===== src/rtl/qeciphy_sat_counter.sv =====
// Saturating up-counter with synchronous clear; clear together with an
// increment leaves the count at 1 so the concurrent event is not lost.
module qeciphy_sat_counter #(
    parameter int WIDTH = 32
) (
    input  logic             ACLK,
    input  logic             ARST,
    input  logic             clear,
    input  logic             increment,
    output logic [WIDTH-1:0] count
);

    localparam logic [WIDTH-1:0] ONE = WIDTH'(1);

    // Count events, sticking at all-ones instead of wrapping.
    always_ff @(posedge ACLK or posedge ARST) begin
        if (ARST) begin
            count <= '0;
        end else if (clear) begin
            count <= increment ? ONE : '0;
        end else if (increment && (count != '1)) begin
            count <= count + ONE;
        end
    end

endmodule


===== config.mk =====
export PLATFORM = sky130hd
export DESIGN_NAME = qeciphy_sat_counter
export DESIGN_NICKNAME = d
export VERILOG_FILES = /design/src/rtl/qeciphy_sat_counter.sv
export SDC_FILE = /design/constraint.sdc
export NUM_CORES = 1
export LEC_CHECK = 0
export ABC_AREA = 1
export BUFFER_PORTS_ARGS = -buffer_cell sky130_fd_sc_hd__buf_2
export CORE_MARGIN = 10
export CORE_UTILIZATION = 40
export CTS_CLUSTER_SIZE = 24
export DETAILED_ROUTE_END_ITERATION = 6
export GPL_TIMING_DRIVEN = 0
export REMOVE_ABC_BUFFERS = 1
export SLEW_MARGIN = 10
export SYNTH_ARGS = -nofsm -noshare
export SYNTH_HDL_FRONTEND = slang
export SYNTH_SLANG_ARGS = --single-unit

===== constraint.sdc =====
create_clock -name ACLK -period 2.35 [get_ports ACLK]
set_clock_uncertainty 0.2 [all_clocks]
set_input_delay 0.3525 -clock ACLK [delete_from_list [all_inputs] [get_ports ACLK]]
set_output_delay 0.3525 -clock ACLK [all_outputs]
set_load 0.05 [all_outputs]

==> flow_metrics.py, run 1 <==
metrics = {
    "cts": {
        "cts_setup_buffers": 0,
        "cts_buffer_depth": 2,
        "cts-buffers-inserted": 5,
        "cts_tree": "yes",
        "numClockSinks": 32,
        "insertion_delay_ns": 0.29,
        "clk_pin_slew_ns": 0.07,
        "clockRootBuffer": "clkbuf_8",
        "htreeDepth": 2,
    },
    "drt": {
        "wl_microns": 6468,
        "wl_per_cell_microns": 13.85,
        "first_iter_violations": 144,
        "vias": 2300,
        "firstDrtPassIters": 4,
        "antenna_left": 0,
        "drc": 0,
        "drt-vias-per-instance": 4.925,
    },
    "die": {
        "dieArea_sq_um": 9024,
        "design.core.area_sq_um": 5473,
        "io_pins": 36,
        "dieWidth_microns": 95.00,
        "start_util_pct": 41.11,
        "fp-row-count": 27,
        "die_y_microns": 95.00,
    },
    "pwr": {
        "powerDensity_nw_per_um2": 428.7,
        "power.leakage_nw": 1.312,
        "total_power_mw": 1.110,
        "ir_worst_vdd_mv": 0.2052,
    },
    "worst_hold_path": {
        "hold_class": "input pin to asynchronous set/reset pin",
    },
    "synthesis": {
        "synth-seq-cells": 32,
        "synth.top_cells.by_area": "dfrtp_1 (36%), nand2_1 (25%), nor2_1 (8.8%)",
        "yosysSeqAreaShare_pct": 35.60,
        "synthCells": 358,
        "yosysUniqueCellTypes": 28,
        "synth_top_cell_by_area": "dfrtp_1",
        "synth_top_area_share_pct": 35.60,
        "synth_area_per_cell_sq_um": 6.284,
        "syn-cell-area_sq_um": 2250,
        "synth_warnings": 0,
    },
    "final_layout": {
        "regArea_sq_um": 800.8,
        "top_register": "count",
        "n_antenna_cell": 0,
        "multiInputGateArea_sq_um": 1275,
        "largest_reg_flops": 32,
        "reg_top3": "count (32)",
        "final_util_pct": 47.33,
        "fillers": 600,
        "final_cells": 467,
        "area_growth_pct": 15.13,
        "stdcell_area_sq_um": 2590,
        "drive_above_1_share_pct": 15.19,
        "nets": 399,
    },
    "critical_path": {
        "worstRegToRegCells": 11,
        "crit_slowest_cell": "dfrtp_1",
        "critPathArrivalTime_ns": 2.17,
        "path_class": "register to register",
        "r2r-end": "count[21]",
        "crit_path_max_incr_delay_ns": 0.40,
        "crit_path_frequent_cell": "nand2_1",
        "worst-r2r-setup-slack_ns": 0.21,
        "cp_data_required_time_ns": 2.38,
        "cp_cell_sequence": "ha_1 > nand2_1 > nor2_2 > nand2_4 > nor2_8 > nand2_2 > nand2_4 > nand2_8 > inv_8 > nand2_1 > nand2_1",
        "crit_path_max_fanout": 16,
        "reg2reg_from": "count[0]",
        "worst_setup_path_end_kind": "register",
        "start_kind": "register",
    },
    "timing": {
        "worst_slack_ns": 0.2106,
        "fin_tns_setup_ns": 0,
        "rsz0062_at_grt": "false",
        "finalHoldViolCount": 32,
        "layout_worst_path_cycle_share_pct": 91.04,
        "fmax_mhz": 467.4,
        "slew_headroom_pct": 35.33,
        "finalSetupViolations": 0,
        "worst_slew_pin_slew_ns": 0.9690,
        "whs_ns": -0.02674,
        "slew_viol_final": 0,
        "post-route-min-period_ns": 2.139,
    },
    "placed_design": {
        "place_hpwl_microns": 4580,
        "dpl.cell_count": 458,
        "placed_cell_area_sq_um": 2465,
        "pre_cts_ws_ns": 0.01561,
        "gp_congestion": 0.8487,
        "io_buffers": 35,
    },
    "global_routing": {
        "grt_pass1_vias": 2079,
        "grt_overflow": 0,
        "grt_max_degree": 33,
        "grt_usage_pct": 14.70,
        "antenna_found_initial": 0,
        "grt_pass1_wl_microns": 10600,
    },
    "run_status": {
        "status": "complete, but fails checks",
        "violations": "hold timing",
    },
    "run": {
        "cap_violations": 0,
    },
}
## worst max path at each step
stage / startpoint / end / slack [ns] / cells after the start
5_1_grt: count[0] / count[28] / 0.04 / 11
6_report: count[0] / count[21] / 0.21 / 11
3_3_place_gp: count[0] / count[10] / 0.03 / 8
2_1_floorplan: count[0] / count[28] / 0.1 / 11
4_1_cts: count[0] / count[25] / 0.004 / 8
3_5_place_dp: count[0] / count[26] / 0.02 / 8
## layout by cell type (no fill, tap or decap), drive strengths merged
cell    synthesis  routed
clkbuf          2       8
nor3            2       2
xnor2           2       2
inv            35      36
buf             5      35
o21ai          13      13
nand2         156     156
a21oi           4       4
a31oi           1       1
dfrtp          32      32
xor2            1       1
o21bai          2       2
nor2           59      59
or2             3       3
nand4          13      13
and2            1       1
nand3          24      24
clkinv          1       1
o21a            1       1
ha              1       1
## layer usage
| metal | routed length (microns) | global-route usage (%) |
|---|---|---|
| met1 | 3015 | 18.89 |
| met2 | 3020 | 23.86 |
| met3 | 389 | 3.410 |
| met4 | 43 | 4.613 |
| met5 | 0 | 0 |
## worst max-delay path: cells and delay by family (launching register included)
family	cells	cell delay [ns]
simple gates	9	1.07
flops	1	0.40
fa+ha+maj	1	0.21
buf+inv	1	0.18
## repair_timing
action,4_1_cts,5_1_grt
gates resized for setup,0,5
setup endpoints to repair,0,26
hold buffers,0,0
## logic make-up (layout without fill, tap and decap cells)
| logic type | after synthesis | in the layout | share of synthesized area [%] |
|---|---|---|---|
| AO/OA/AOI/OAI | 21 | 21 | 5.228 |
| flip-flops | 32 | 32 | 35.60 |
| buffers and inverters | 43 | 80 | 8.454 |
| AND/OR/NAND/NOR | 258 | 258 | 49.00 |
| adder cells (fa/ha/maj) | 1 | 1 | 0.5561 |
| XOR/XNOR | 3 | 3 | 1.168 |
## cells in the mapped netlist
cell type	number
o21a_1	1
a21oi_2	1
nand2_1	150
nand4_1	13
nand3_1	24
and2_1	1
buf_2	1
xnor2_1	2
a31oi_1	1
o21ai_0	6
ha_1	1
inv_1	35
nand2_2	3
nand2_4	3
clkinv_4	1
dfrtp_1	32
o21bai_1	2
or2_2	3
nor2_2	5
buf_6	3
xor2_1	1
clkbuf_1	2
nor2_1	53
nor3_1	2
nor2_8	1
a21oi_1	3
buf_1	1
o21ai_1	7
## where the power goes
| group | internal [mW] | switching [mW] |
|---|---|---|
| Sequential | 0.555 | 0.00556 |
| Clock | 0.239 | 0.216 |
| Combinational | 0.0179 | 0.0768 |
## cell type report
cell class                 count  share of cell area, %
tap                           72                  3.478
clock buffer                   8                  3.478
inverter                      36                  5.701
multi-input combinational    283                  49.23
sequential                    32                  30.92
timing repair buffer          35                  6.763
timing repair inverter         1                 0.4348
Note: power is estimated with default switching activity, not from simulation.
==> inputs of run 2 (changes only) <==
--- a/config.mk
+++ b/config.mk
@@ -8,7 +8,8 @@
 export ABC_AREA = 1
 export BUFFER_PORTS_ARGS = -buffer_cell sky130_fd_sc_hd__buf_2
 export CORE_MARGIN = 10
-export CORE_UTILIZATION = 40
+export CORE_UTILIZATION = 35
+export CTS_CLUSTER_DIAMETER = 30
 export CTS_CLUSTER_SIZE = 24
 export DETAILED_ROUTE_END_ITERATION = 6
 export GPL_TIMING_DRIVEN = 0
==> constraint.sdc (replaced) <==
create_clock -name ACLK -period 2.5 [get_ports ACLK]
set_clock_uncertainty 0.2 [all_clocks]
set_input_delay 0.375 -clock ACLK [delete_from_list [all_inputs] [get_ports ACLK]]
set_output_delay 0.375 -clock ACLK [all_outputs]
set_load 0.05 [all_outputs]
==> run 2 against run 1 <==
The run still ends with hold timing left. Non-clock buffer count unchanged. Utilization fell by 6.6 points. First-iteration DRC count fell by 12%. Register-to-register slack better by 0.04 ns. Critical endpoint is now count[24].
==> flow_metrics.py, run 2 (synthesis results as in run 1) <==
metrics = {
    "cts": {
        "clk_pin_slew_ns": 0.07,
        "cts_tree": "yes",
        "insertion_delay_ns": 0.28,
        "clockRootBuffer": "clkbuf_8",
        "cts_setup_buffers": 0,
        "cts_buffer_depth": 2,
        "numClockSinks": 32,
        "htreeDepth": 2,
        "cts-buffers-inserted": 5,
    },
    "global_routing": {
        "grt_max_degree": 33,
        "grt-busiest-layer": "met2",
        "gr-usage-met3_pct": 2.679,
        "grt_pass1_wl_microns": 10510,
        "antenna_found_initial": 0,
        "grt_usage_pct": 12.57,
        "grt_overflow": 0,
        "grt_use_met2_pct": 21.86,
        "use_met1_pct": 15.28,
        "grt_pass1_vias": 2201,
    },
    "timing": {
        "fin_tns_setup_ns": 0,
        "post-route-min-period_ns": 2.247,
        "whs_ns": -0.009115,
        "finalHoldViolCount": 32,
        "layout_worst_path_cycle_share_pct": 89.88,
        "slew_headroom_pct": 46.17,
        "slew_viol_final": 0,
        "finalSetupViolations": 0,
        "rsz0062_at_grt": "false",
        "fmax_mhz": 445.0,
        "worst_slew_pin_slew_ns": 0.8066,
    },
    "die": {
        "dieArea_sq_um": 10030,
        "design.core.area_sq_um": 6314,
        "dieWidth_microns": 100.2,
        "start_util_pct": 35.63,
        "fp-row-count": 29,
        "die_y_microns": 100.2,
        "io_pins": 36,
    },
    "drt": {
        "antenna_left": 0,
        "vias": 2269,
        "first_iter_violations": 127,
        "wl_per_cell_microns": 13.04,
        "wl_microns": 6144,
        "drt-vias-per-instance": 4.817,
        "firstDrtPassIters": 4,
        "drc": 0,
    },
    "pwr": {
        "total_power_mw": 1.029,
        "powerDensity_nw_per_um2": 400.7,
        "power.leakage_nw": 1.304,
        "ir_worst_vdd_mv": 0.1593,
    },
    "final_layout": {
        "final_cells": 471,
        "top_register": "count",
        "nets": 398,
        "layout_commonest_cell": "nand2_1",
        "largest_reg_flops": 32,
        "area_growth_pct": 14.18,
        "reg_top3": "count (32)",
        "n_antenna_cell": 0,
        "drive_above_1_share_pct": 14.97,
        "layout_common_cells": "nand2_1 (150), nor2_1 (53), buf_2 (35), inv_1 (34), dfrtp_1 (32)",
    },
    "critical_path": {
        "path_class": "register to register",
        "crit_path_max_fanout": 25,
        "critPathArrivalTime_ns": 2.27,
        "cp_cell_sequence": "ha_1 > nand2_1 > nor2_2 > nand2_4 > nor2_8 > nand2_2 > nand2_4 > nand2_4 > clkinv_4 > nand2_1 > nand2_1",
        "crit_cells": 11,
        "crit_buf_inv": 1,
        "crit_slowest_cell": "dfrtp_1",
        "worstRegToRegCells": 11,
        "worst_setup_path_end_kind": "register",
        "reg2reg_from": "count[0]",
        "r2r-end": "count[24]",
        "cp_top_family": "simple AND/OR/NAND/NOR gates",
        "worst-r2r-setup-slack_ns": 0.25,
        "crit_path_max_incr_delay_ns": 0.43,
        "cp_data_required_time_ns": 2.53,
        "start_kind": "register",
    },
    "worst_hold_path": {
        "hold_class": "input pin to asynchronous set/reset pin",
    },
    "placed_design": {
        "dpl.cell_count": 463,
        "io_buffers": 35,
        "gp_congestion": 0.8486,
        "place_hpwl_microns": 4595,
    },
    "run_status": {
        "status": "complete, but fails checks",
        "violations": "hold timing",
    },
    "run": {
        "cap_violations": 0,
    },
}
==> run 2: cell count changes in the layout (fill, tap and decap cells not counted), sizes merged <==
cell  previous run  this run
inv             36        35
==> run 2: repair_timing <==
item / in CTS / in global routing
endpoints found under the setup margin: 0 / 4
hold buffers: 0 / 0
gates resized for setup: 0 / 1
==> run 2: layout make-up <==
cell class	instances	area, sq um
clock buffer	8	90.09
fill	709	3745
inverter	36	140.1
multi-input combinational	283	1266
sequential	32	800.8
tap	77	96.34
timing repair buffer	35	175.2
==> run 2: metrics by stage <==
stage	hold slack, ns	instance area, sq um	setup slack [ns]	util [%]
CTS	0.02471	2561	0.1513	40.57
global route	0.05604	2569	0.05671	40.69
floorplan	0.2912	2200	0.2490	-
finish	-0.009115	2569	0.2530	40.69
detailed placement	0.3285	2471	0.1685	39.14
global placement	0.3038	2471	0.1919	39.14
==> run 2: worst max path at each step <==
stage	startpoint	end	slack, ns
6_report	count[0]	count[24]	0.25
5_1_grt	count[0]	count[19]	0.06
4_1_cts	count[0]	count[27]	0.15
3_5_place_dp	count[0]	count[27]	0.17
3_3_place_gp	count[0]	count[27]	0.19
2_1_floorplan	count[0]	count[28]	0.25
==> run 2: layer usage <==
metal,part of all wire (%),vias to the layer above
met5,0,-
met2,49,30
met4,0.81,0
li1,-,1200
met3,3.9,4
met1,46,1035
==> run 2: power by group <==
part	switching, mW	internal, mW
combinational	0.0652	0.0152
clock	0.196	0.225
sequential	0.00614	0.522
total	0.267	0.762
==> inputs of run 3 (changes only) <==
--- a/config.mk
+++ b/config.mk
@@ -13,7 +13,7 @@
 export CTS_CLUSTER_SIZE = 24
 export DETAILED_ROUTE_END_ITERATION = 6
 export GPL_TIMING_DRIVEN = 0
-export REMOVE_ABC_BUFFERS = 1
+export PLACE_DENSITY = 0.56
 export SLEW_MARGIN = 10
 export SYNTH_ARGS = -nofsm -noshare
 export SYNTH_HDL_FRONTEND = slang
==> run 3 against run 2 <==
The run still ends with hold timing left. Total power up 1.1%. Utilization up 0.79 points. Routed wire length up 6.2%. Cell count increased by 1.5%. Sequential share of layout area decreased by 0.60 points. Combinational power is 12% higher. Design area is 1.9% higher. Global-route usage is 0.82 points higher. Largest power group unchanged.
==> flow_metrics.py, run 3 (synthesis results as in run 1) <==
metrics = {
    "cts": {
        "htreeDepth": 2,
        "numClockSinks": 32,
        "cts_buffer_depth": 2,
        "cts_setup_buffers": 0,
        "cts-buffers-inserted": 5,
        "clockRootBuffer": "clkbuf_8",
        "insertion_delay_ns": 0.29,
        "clk_pin_slew_ns": 0.07,
        "cts_tree": "yes",
    },
    "global_routing": {
        "grt_pass1_wl_microns": 10940,
        "grt_overflow": 0,
        "grt_max_degree": 33,
        "grt_usage_pct": 13.39,
        "grt_pass1_vias": 2176,
        "antenna_found_initial": 0,
    },
    "placed_design": {
        "io_buffers": 35,
        "place_hpwl_microns": 5026,
        "gp_congestion": 0.8877,
        "dpl.cell_count": 470,
    },
    "final_layout": {
        "multiInputGateArea_sq_um": 1266,
        "n_antenna_cell": 0,
        "largest_reg_flops": 32,
        "layout_commonest_cell": "nand2_1",
        "regArea_sq_um": 800.8,
        "top_register": "count",
        "final_cells": 478,
        "drive_above_1_share_pct": 15.71,
        "reg_top3": "count (32)",
        "fillers": 715,
        "area_growth_pct": 16.41,
        "nets": 405,
        "final_util_pct": 41.48,
        "layout_common_cells": "nand2_1 (150), nor2_1 (53), buf_2 (36), inv_1 (34), dfrtp_1 (32)",
    },
    "timing": {
        "whs_ns": -0.01730,
        "finalSetupViolations": 0,
        "fin_tns_setup_ns": 0,
        "fmax_mhz": 442.6,
        "layout_worst_path_cycle_share_pct": 90.37,
        "rsz0062_at_grt": "false",
        "slew_headroom_pct": 55.18,
        "post-route-min-period_ns": 2.259,
        "worst_slew_pin_slew_ns": 0.6714,
        "slew_viol_final": 0,
        "finalHoldViolCount": 29,
    },
    "die": {
        "dieArea_sq_um": 10030,
        "die_y_microns": 100.2,
        "start_util_pct": 35.63,
        "fp-row-count": 29,
        "design.core.area_sq_um": 6314,
        "io_pins": 36,
        "dieWidth_microns": 100.2,
    },
    "critical_path": {
        "reg2reg_from": "count[0]",
        "crit_slowest_cell": "dfrtp_1",
        "cp_top_family": "simple AND/OR/NAND/NOR gates",
        "start_kind": "register",
        "crit_path_frequent_cell": "nand2_1",
        "critPathArrivalTime_ns": 2.28,
        "path_class": "register to register",
        "crit_buf_inv": 1,
        "critPathLaunch": "count[0]",
        "cp_data_required_time_ns": 2.52,
        "crit_path_max_fanout": 10,
        "cp_cell_sequence": "ha_1 > nand2_1 > nor2_2 > nand2_4 > nor2_8 > a21oi_4 > buf_2 > nand4_1 > nand2_1",
        "worst_setup_path_end_kind": "register",
        "crit_path_max_incr_delay_ns": 0.43,
    },
    "drt": {
        "wl_per_cell_microns": 13.65,
        "wl_microns": 6525,
        "first_iter_violations": 164,
        "antenna_left": 0,
        "firstDrtPassIters": 4,
        "vias": 2288,
        "drc": 0,
        "drt-vias-per-instance": 4.787,
    },
    "run": {
        "cap_violations": 0,
    },
    "pwr": {
        "ir_worst_vdd_mv": 0.1514,
        "total_power_mw": 1.040,
        "power.leakage_nw": 1.330,
        "powerDensity_nw_per_um2": 397.3,
    },
    "run_status": {
        "status": "complete, but fails checks",
        "violations": "hold timing",
    },
    "synthesis": {
        "syn_nets": 363,
    },
    "worst_hold_path": {
        "hold_class": "input pin to asynchronous set/reset pin",
    },
}
-- run 3: cell count changes in the layout (fill, tap and decap cells not counted), sizes merged --
cell	previous run	this run
clkbuf	8	10
buf	35	40
-- run 3: area by class of cell --
type / count / share of cell area [%]
plain buffers: 7 / 1.911
clock buffers: 8 / 3.440
inverters: 36 / 5.351
multi-input cells: 283 / 48.35
flip-flops and latches: 32 / 30.58
well taps: 77 / 3.679
repair buffers: 35 / 6.689
-- run 3: final timing paths --
| path | slack [ns] | cells past startpoint | to |
|---|---|---|---|
| max reg2reg | 0.24 | 9 | count[27] |
| min reg2reg | 0.33 | 2 | count[1] |
| max in group asynchronous | 1.68 | 2 | count[31] |
| max | 0.24 | 9 | count[27] |
| min | -0.02 | 2 | count[1] |
| min in group ACLK | 0.17 | 4 | count[2] |
-- run 3: metal layers --
metal | track usage [%] | share of wire [%] | vias to the layer above
met3 | 3.434 | 6.4 | 5
met5 | 0 | 0 | -
met1 | 17.18 | 46 | 1020
met4 | 3.913 | 1.1 | 0
met2 | 21.56 | 46 | 53
li1 | - | - | 1210
-- run 3: repair_timing --
| action | in CTS | in global routing |
|---|---|---|
| hold buffers | 0 | 0 |
| setup endpoints to repair | 0 | 9 |
| resized for setup | 0 | 1 |
-- run 3: metrics by stage --
step | hold slack (ns) | area [sq um] | setup slack (ns)
2_1_floorplan | 0.2912 | 2250 | 0.2671
3_3_place_gp | 0.3054 | 2521 | 0.07543
3_5_place_dp | 0.3180 | 2521 | 0.08140
4_1_cts | 0.1641 | 2611 | 0.07634
5_1_grt | 0.05841 | 2619 | 0.08689
6_report | -0.01730 | 2619 | 0.2407
-- run 3: worst reg2reg max path: cells and delay by family, from the launching register on --
kind / cells / cell delay [ns]
adder cells (fa/ha/maj): 1 / 0.25
AO/OA/AOI/OAI: 1 / 0.34
buffers and inverters: 1 / 0.34
AND/OR/NAND/NOR: 6 / 0.61
flip-flops: 1 / 0.43
-- run 3: report_power, final --
group          switching [mW]  internal (mW)
clock network           0.197          0.225
registers             0.00618          0.522
logic                  0.0691         0.0213
total                   0.272          0.768
